--- src/rtl/drum_sample_tap_if.sv ---
// Node-stream and audio-sample handshake bundle for drum_sample_tap.
// The slave side is the tap block; the master side is the solver plus the audio consumer.
interface drum_sample_tap_if;
    logic        node_valid;
    logic [5:0]  node_row;
    logic [17:0] node_amp;
    logic [15:0] sample_data;
    logic        sample_valid;
    logic        sample_ready;

    modport master (
        output node_valid, node_row, node_amp, sample_ready,
        input  sample_data, sample_valid
    );

    modport slave (
        input  node_valid, node_row, node_amp, sample_ready,
        output sample_data, sample_valid
    );
endinterface

--- src/rtl/drum_sample_tap.sv ---
// Taps one row of the drum column solver's amplitude stream per time step,
// scales it to a 16-bit audio sample and queues it for the audio output path.
module drum_sample_tap #(
    parameter logic [5:0] NUM_ROW    = 6'd33,
    parameter int         FIFO_DEPTH = 4,
    parameter logic [5:0] DEF_TAP    = 6'd16
) (
    input  logic              clk,
    input  logic              rst,
    drum_sample_tap_if.slave  bus,
    input  logic [5:0]        tap_row,
    input  logic [2:0]        gain_shift,
    output logic              step_done,
    output logic [4:0]        fifo_level,
    output logic [15:0]       overflow_count,
    output logic [15:0]       seq_err_count
);
    localparam int         AW       = $clog2(FIFO_DEPTH);
    localparam logic [5:0] LAST_ROW = NUM_ROW - 6'd1;
    localparam logic [4:0] DEPTH    = 5'(FIFO_DEPTH);

    typedef enum logic {HUNT, COLLECT} state_t;

    state_t          state, state_next;
    logic [5:0]      expected_row, tap_r, tap_new, tap_cur;
    logic            hit;
    logic [15:0]     capture;
    logic            in_seq, seq_err, tap_hit, last_row, push_req;
    logic [15:0]     push_data;

    logic [24:0]     amp_ext, amp_shift;
    logic [15:0]     scaled;
    logic            unused_low_bits;

    logic [15:0]     mem [FIFO_DEPTH];
    logic [AW-1:0]   wr_ptr, rd_ptr;
    logic [15:0]     last_data;
    logic            pop, full, do_push, drop;

    // Shift in a wide signed copy so saturation only has to look at the spilled-over bits.
    assign amp_ext         = {{7{bus.node_amp[17]}}, bus.node_amp};
    assign amp_shift       = amp_ext << gain_shift;
    assign scaled          = (amp_shift[24:17] == {8{amp_shift[24]}}) ? amp_shift[17:2]
                           : (amp_shift[24] ? 16'h8000 : 16'h7FFF);
    assign unused_low_bits = ^amp_shift[1:0];

    assign tap_new = (tap_row >= NUM_ROW) ? DEF_TAP : tap_row;
    assign tap_cur = (bus.node_row == 6'd0) ? tap_new : tap_r;

    always_ff @(posedge clk) begin
        if (rst) state <= HUNT;
        else     state <= state_next;
    end

    always_comb begin
        state_next = state;
        in_seq     = 1'b0;
        seq_err    = 1'b0;
        case (state)
            HUNT: begin
                if (bus.node_valid && bus.node_row == 6'd0) begin
                    in_seq     = 1'b1;
                    state_next = COLLECT;
                end
            end
            COLLECT: begin
                if (bus.node_valid) begin
                    if (bus.node_row == expected_row) begin
                        in_seq = 1'b1;
                    end else begin
                        seq_err    = 1'b1;
                        state_next = HUNT;
                    end
                end
            end
            default: state_next = HUNT;
        endcase
        tap_hit   = in_seq && (bus.node_row == tap_cur);
        last_row  = in_seq && (bus.node_row == LAST_ROW);
        push_req  = last_row && (hit || tap_hit);
        push_data = tap_hit ? scaled : capture;
    end

    always_ff @(posedge clk) begin
        if (rst) begin
            expected_row  <= 6'd0;
            tap_r         <= DEF_TAP;
            hit           <= 1'b0;
            capture       <= 16'd0;
            step_done     <= 1'b0;
            seq_err_count <= 16'd0;
        end else begin
            step_done <= last_row;
            if (in_seq && bus.node_row == 6'd0) tap_r <= tap_new;
            if (tap_hit) capture <= scaled;
            if (seq_err || last_row) hit <= 1'b0;
            else if (tap_hit)        hit <= 1'b1;
            if (seq_err) begin
                expected_row <= 6'd0;
                if (seq_err_count != 16'hFFFF) seq_err_count <= seq_err_count + 16'd1;
            end else if (in_seq) begin
                expected_row <= last_row ? 6'd0 : bus.node_row + 6'd1;
            end
        end
    end

    // A full FIFO still accepts a push when the consumer frees the head slot in the same cycle.
    assign pop     = (fifo_level != 5'd0) && bus.sample_ready;
    assign full    = (fifo_level == DEPTH);
    assign do_push = push_req && (!full || pop);
    assign drop    = push_req && full && !pop;

    always_ff @(posedge clk) begin
        if (do_push) mem[wr_ptr] <= push_data;
    end

    always_ff @(posedge clk) begin
        if (rst) begin
            wr_ptr         <= '0;
            rd_ptr         <= '0;
            fifo_level     <= 5'd0;
            last_data      <= 16'd0;
            overflow_count <= 16'd0;
        end else begin
            if (do_push) wr_ptr <= wr_ptr + AW'(1);
            if (pop) begin
                rd_ptr    <= rd_ptr + AW'(1);
                last_data <= mem[rd_ptr];
            end
            case ({do_push, pop})
                2'b10:   fifo_level <= fifo_level + 5'd1;
                2'b01:   fifo_level <= fifo_level - 5'd1;
                default: fifo_level <= fifo_level;
            endcase
            if (drop && overflow_count != 16'hFFFF) overflow_count <= overflow_count + 16'd1;
        end
    end

    assign bus.sample_valid = (fifo_level != 5'd0);
    assign bus.sample_data  = bus.sample_valid ? mem[rd_ptr] : last_data;
endmodule

--- src/flat_wrapper.sv ---
// flat-port wrapper written by rule: the top's interface ports become plain ports
module drum_sample_tap_flat 
#(
    parameter logic [5:0] NUM_ROW    = 6'd33,
    parameter int         FIFO_DEPTH = 4,
    parameter logic [5:0] DEF_TAP    = 6'd16
)
  (clk, rst, tap_row, gain_shift, step_done, fifo_level, overflow_count, seq_err_count, bus_node_valid, bus_node_row, bus_node_amp, bus_sample_ready, bus_sample_data, bus_sample_valid);
  drum_sample_tap_if bus_i ();
  input  logic clk;
  input  logic rst;
  input  logic [5:0] tap_row;
  input  logic [2:0] gain_shift;
  output logic step_done;
  output logic [4:0] fifo_level;
  output logic [15:0] overflow_count;
  output logic [15:0] seq_err_count;
  input wire logic [$bits(bus_i.node_valid)-1:0] bus_node_valid;
  input wire logic [$bits(bus_i.node_row)-1:0] bus_node_row;
  input wire logic [$bits(bus_i.node_amp)-1:0] bus_node_amp;
  input wire logic [$bits(bus_i.sample_ready)-1:0] bus_sample_ready;
  output wire logic [$bits(bus_i.sample_data)-1:0] bus_sample_data;
  output wire logic [$bits(bus_i.sample_valid)-1:0] bus_sample_valid;
  assign bus_i.node_valid = bus_node_valid;
  assign bus_i.node_row = bus_node_row;
  assign bus_i.node_amp = bus_node_amp;
  assign bus_i.sample_ready = bus_sample_ready;
  assign bus_sample_data = bus_i.sample_data;
  assign bus_sample_valid = bus_i.sample_valid;
  drum_sample_tap #(.NUM_ROW(NUM_ROW), .FIFO_DEPTH(FIFO_DEPTH), .DEF_TAP(DEF_TAP)) u_core (.clk(clk), .rst(rst), .bus(bus_i), .tap_row(tap_row), .gain_shift(gain_shift), .step_done(step_done), .fifo_level(fifo_level), .overflow_count(overflow_count), .seq_err_count(seq_err_count));
endmodule
--- config.mk ---
export PLATFORM = sky130hd
export DESIGN_NAME = drum_sample_tap_flat
export DESIGN_NICKNAME = d
export VERILOG_FILES = /design/src/rtl/drum_sample_tap_if.sv /design/src/rtl/drum_sample_tap.sv /design/src/flat_wrapper.sv
export SDC_FILE = /design/constraint.sdc
export NUM_CORES = 1
export LEC_CHECK = 0
export ABC_AREA = 1
export BUFFER_PORTS_ARGS = -buffer_cell sky130_fd_sc_hd__buf_2
export CAP_MARGIN = 20
export CORE_MARGIN = 3
export CORE_UTILIZATION = 63
export CTS_CLUSTER_DIAMETER = 200
export CTS_CLUSTER_SIZE = 40
export DETAILED_ROUTE_END_ITERATION = 8
export GPL_TIMING_DRIVEN = 0
export PLACE_DENSITY = 0.84
export SKIP_CTS_REPAIR_TIMING = 1
export SLEW_MARGIN = 20
export SYNTH_ARGS = -nofsm -noshare
export SYNTH_HDL_FRONTEND = slang
export SYNTH_SLANG_ARGS = --single-unit
--- constraint.sdc ---
create_clock -name clk -period 8.2 [get_ports clk]
set_input_delay 0.82 -clock clk [delete_from_list [all_inputs] [get_ports clk]]
set_output_delay 0.82 -clock clk [all_outputs]
set_load 0.02 [all_outputs]
-- Word-level counts from Yosys, hierarchy flattened
Memories as Yosys holds them, arrays and structs flattened. A register that Yosys moved wholly into a read port is not among the register bits.
Cells that the tools add are included.
- bits in registers: 88
- latch bits: 0
- memory bits (writable): 64
- bits in read-only memories: 0
- output and inout port bits: 55
- logic and storage cells: 74
- memories kept: 1
- memory list (memory ; words ; bits a word ; read ports ; clocked after memory_dff ; write ports ; RTL line ; source):
    u_core.mem ; 4 ; 16 ; 1 ; 1 ; 1 ; drum_sample_tap.sv:35 ; logic [15:0] mem [FIFO_DEPTH];
- add/sub/neg operators: 7
- $mul: 0
- divide/modulo/power cells: 0
- order comparisons: 1
- eq/ne operators: 9
- shift operators: 1
- muxes and demuxes: 21
- bitwise operators: 1
- reduce and logical (&&, ||, !) cells: 21
- operators with widths (kind ; number):
    $mux W16 ; 4
    $add A16 B1 Y16 const B ; 2
    $ne A16 B16 Y1 const B ; 2
    $shl A25 B3 Y25 ; 1
    $mux W6 ; 3
    $eq A6 B6 Y1 ; 2
    $logic_and A1 B1 Y1 ; 10
    $pmux W5 S2 ; 1
    $mux W1 ; 9
    $eq A7 B7 Y1 ; 1
    $add A6 B1 Y6 const B ; 1
    $eq A6 B6 Y1 const B ; 1
    $ge A6 B6 Y1 const B ; 1
    $logic_not A6 Y1 ; 1
    $add A5 B1 Y5 const B ; 1
    $eq A5 B3 Y1 const B ; 1
    $reduce_bool A5 Y1 ; 1
    $sub A5 B1 Y5 const B ; 1
    $add A2 B1 Y2 const B ; 2
    $mux W2 ; 2
    $pmux W1 S2 ; 2
    $reduce_or A2 Y1 ; 2
    $logic_or A1 B1 Y1 ; 3
    $eq A2 B1 Y1 const B ; 1
    other kinds (5) ; 6

-- Logic depth before layout (Yosys ltp)
- depth after elaboration: 10
- gate-level depth with buffers: 27
- gate-level depth less buffers: 27

-- Worst setup path after synthesis
No wires, ideal clock.
- kind: input to register
- from: input port bus_node_row[0]
- to: memory u_core.mem[0][0] (enable)
- arrival time: 3.061 ns
- required time: 7.811 ns
- setup slack: 4.750 ns
- cell stages on the path: 15
- path buffers: 0
- cell sequence: inv_1 ha_1 inv_1 nor2_4 nand3_4 or2_1 nand3_2 nand2_1 a21oi_2 nand3_2 nand2_2 nand2_4 nor2_1 inv_1 nor2_1
- longest elaborated chain between the ends: 10
- elaborated cells on any way between the ends: 17
- those cells by class: 3 x eq/ne; 7 x mux; 7 x reduce/logical
- ends and longest elaborated chain (element ; RTL line ; source):
    start, declared ; flat_wrapper.sv:19 ; input wire logic [$bits(bus_i.node_row)-1:0] bus_node_row;
    $eq A6 B6 Y1 or $logic_not A6 Y1 (tied branches) ; drum_sample_tap.sv:68, drum_sample_tap.sv:48, drum_sample_tap.sv:61 ;
    $mux W1 or $logic_and A1 B1 Y1 (tied branches) ; drum_sample_tap.sv:68, drum_sample_tap.sv:61 ;
    $mux W1 (on tied branches) ; drum_sample_tap.sv:67, drum_sample_tap.sv:61 ;
    $pmux W1 S2 ; drum_sample_tap.sv:59 ; case (state)
    $logic_and A1 B1 Y1 ; drum_sample_tap.sv:78 ; tap_hit = in_seq && (bus.node_row == tap_cur);
    $logic_or A1 B1 Y1 ; drum_sample_tap.sv:80 ; push_req = last_row && (hit || tap_hit);
    $logic_and A1 B1 Y1 * ; drum_sample_tap.sv:80 ;
    $logic_and A1 B1 Y1 * ; drum_sample_tap.sv:110 ; assign do_push = push_req && (!full || pop);
    $mux W1 * ; drum_sample_tap.sv:114 ; if (do_push) mem[wr_ptr] <= push_data;
    $mux W1 (not written as such) * ; drum_sample_tap.sv:114 ;
    end, declared ; drum_sample_tap.sv:35 ;
Every way passes the cells marked *; elsewhere a longest branch is shown, timed or not.

-- Final worst setup path
- from: input port bus_node_row[0]
- to: memory u_core.mem[2][10] (enable)
The elaborated chain is that of the path after synthesis.

==> impl_results.md <==
- Status: finished, final reports clean
- Flop pwr share: between 30% and 40%
- PwrDens: between 200 and 300 nW/um^2
- Total Routing Usage GR: between 20 and 30%
- Unrepaired setup endpoints after global routing: no
- Critical path class: input port to register
- Clk slew on worst S/H paths: approximately 0.060 ns
- Sw Share: 34.4%
- Gpl congestion: ~0.94
- Die area: around 14000 um^2
- Endpoints failing setup: 0
- Final hold vios: 0
- First-pass GRT wire length: approximately 32 mm
- Drt drc: 0
- Post-synth EDFFs: 64
- Post-synth top area cell: edfxtp_1
- IO Port Bufs: 89
- Setup crit start: bus_node_row[0]
- Die width: between 100 and 150 um
- Top-area cell type share of the netlist area: between 20% and 30%
- Switching pwr: about 0.85 mW
- # clock sinks: 154
- Nets: between 1000 and 1500
- Initial core utilization: about two thirds
- Vias: slightly above 7000
- Skew-Pair Late Insertion Delay: ~0.42 ns
- Total Neg Setup Slack: 0 ns
- Total Power: ~2.5 mW
- LEAKAGE: between 3 and 4 nW
- Max Cap Viol: 0
- CP max stage delay: 0.74 ns
- Post-synth ARST share: 0%
- Diodes inserted: 0
- Critical Path, Cell by Cell: buf_2, inv_1, ha_1, inv_1, nor2_4, nand3_4, inv_4, nand3b_1, nand2_1, buf_4, inv_1, nor2_2, nand2_4, nor2_1, inv_1, nor2_2
- Die height: around 120 um
- Max Slew Vio Count: 0
- Register Area: around 3700 um^2
- Final setup margin: around 4.6 ns
- Fin area: approximately 9200 um^2
- Initial DRC count: 545
- Placement Cell Area: 8550 um^2
- Fillers: 910
- Largest net degree at the start of global routing: 17
- Synth Instances: around 1000
- Pre-Repair DR Iteration Count: 5
- Min-delay worst type: register to register
- Post-DR vias/cell: ~5.5
- Top cells by area, synth: edfxtp_1 (24%), dfxtp_1 (23%), nand2_1 (8.9%)
- Clock Skews: around 0.007 ns
- WL/cell: between 10 and 15 um
- P_int: 1.63 mW
- Critical path launch point type: input port
- Crit-path slowest cell: nor2_2
- Ys flop type: dfxtp_1
- Fmax: 275 MHz
- Syn nets: about 1000
- Avg Inst Size Synth: 7.89 um^2
- Multi-input gate area: 3500 um^2
- Most Frequent Cell on Critical Path: inv_1
- Clock network fraction of total power: 33.4%
- Tmin final: around 3.6 ns
- Global route overflow: 0
- Combinational share of power: a little under a third
- Top cell types by occurrence after synthesis: nand2_1 (186), nor2_1 (134), inv_1 (121)
- Yosys warning count: 0
- Worst slew pin tran: just over 0.9 ns
- Post-Syn Area: 7860 um^2
- CTS tree: built
- Post-DP HPWL: roughly 13 mm
- Slew margin rel.: approximately 39%
- CTS max path bufs: 2
- Crit path max fanout: 16
- Antenna viol nets, final: 0
- Most frequent cell after synthesis: nand2_1
- CP Capture Type: register
- Final worst-path cycle share: around 44%
- Seq cells post-synth: 154
- Vias in the first global route: around 6600
- FF-to-FF Start: u_core.expected_row[2]$_SDFFE_PP0P_
- Inserted Clock Buffers: 17
- # rows: 40
- CP arrival: 3.68 ns
- Hold path start: u_core.rd_ptr[1]$_SDFFE_PP0P_
- Core area: ~12000 um^2
- Netlist cell types: 48
- Setup WS pre-CTS: approximately 4.2 ns
- Clock root cell: clkbuf_16
- Post-synthesis sequential area ratio: about 47%
- Layout cells sized above 1: between 10% and 20%
- Detailed Route WL: approximately 19 mm
- CP required: 8.25 ns
- H-tree depth: 4
- Initial antenna violation count: 0
- Boundary Pins: 92
- Synth-to-layout area growth: 17.0%
- Worst VDD drop: 0.148 mV
[power by group through the flow]
stage          combinational [mW]  sequential, mW  clock (mW)
2_1_floorplan               0.544           0.902           0
5_1_grt                     0.854           0.891       0.868
6_report                    0.774           0.884       0.830
3_5_place_dp                0.762           0.898           0
3_3_place_gp                0.750           0.895           0
4_1_cts                     0.772           0.884       0.833
[metrics by stage]
| step | instances | util, % | hold slack [ns] |
|---|---|---|---|
| finish | 1287 | 75.9 | 0.469 |
| global route | 1287 | 75.9 | 0.479 |
| CTS | 1287 | 75.9 | 0.466 |
| detailed placement | 1255 | 70.6 | 0.457 |
| global placement | 1253 | 70.3 | 0.448 |
| floorplan | 996 | - | 0.436 |
[state kept, by name (all words and copies together) (netlist names), named ones only]
signal,count
u_core.expected_row,6
u_core.hit,1
u_core.last_data,16
u_core.seq_err_count,16
u_core.capture,16
u_core.overflow_count,16
u_core.tap_r,6
u_core.state,1
u_core.step_done,1
u_core.fifo_level,5
u_core.rd_ptr,2
u_core.wr_ptr,2
u_core.mem,64
[area by class of cell]
class	instances	area share [%]
plain buffers	36	1.63
clock buffers	20	5.20
clock inverters	12	1.74
inverters	130	5.35
multi-input cells	676	38.1
flip-flops and latches	154	40.5
well taps	168	2.29
repair buffers	91	5.17
[cells in the final DEF (no fill, tap or decap), types with 15 or more instances in the layout]
cell,count
nand2_1,186
nor2_1,130
inv_1,121
o21ai_0,94
buf_2,92
dfxtp_1,90
edfxtp_1,64
nand3_1,43
a21oi_1,41
clkbuf_1,28
nor3_1,21
clkbuf_16,18
o22ai_1,16
mux2_2,16
o21ai_1,15
[kinds of logic (layout without fill, tap and decap cells)]
family                   Yosys count  in the layout  share of synthesized area, %
AND/OR/NAND/NOR                  437            437                          25.0
AO/OA/AOI/OAI                    200            200                          14.1
buffers and inverters            166            289                          8.17
flip-flops                       154            154                          47.4
multiplexers                      17             17                          2.42
XOR/XNOR                          12             12                          1.34
adder cells (fa/ha/maj)           10             10                          1.59
[worst paths after layout]
path	cells after the start	end	slack, ns
hold reg to reg	2	u_core.rd_ptr[1]$_SDFFE_PP0P_	0.47
hold / removal	2	u_core.rd_ptr[1]$_SDFFE_PP0P_	0.47
setup reg to reg	14	u_core.mem[2][10]$_DFFE_PP_	5.14
setup / recovery	16	u_core.mem[2][10]$_DFFE_PP_	4.56
[critical path: cells and delay by family]
| kind | cells | cell delay, ns |
|---|---|---|
| AND/OR/NAND/NOR | 8 | 1.70 |
| buffers and inverters | 7 | 0.96 |
| adder cells (fa/ha/maj) | 1 | 0.16 |
[routing by layer]
metal	global-route usage [%]	wire length (um)	vias up
li1	-	-	3533
met1	36.0	8020	3296
met2	46.6	9380	263
met3	5.67	1230	38
met4	9.23	312	0
met5	0	0	-
(Power assumes the default switching activity.)
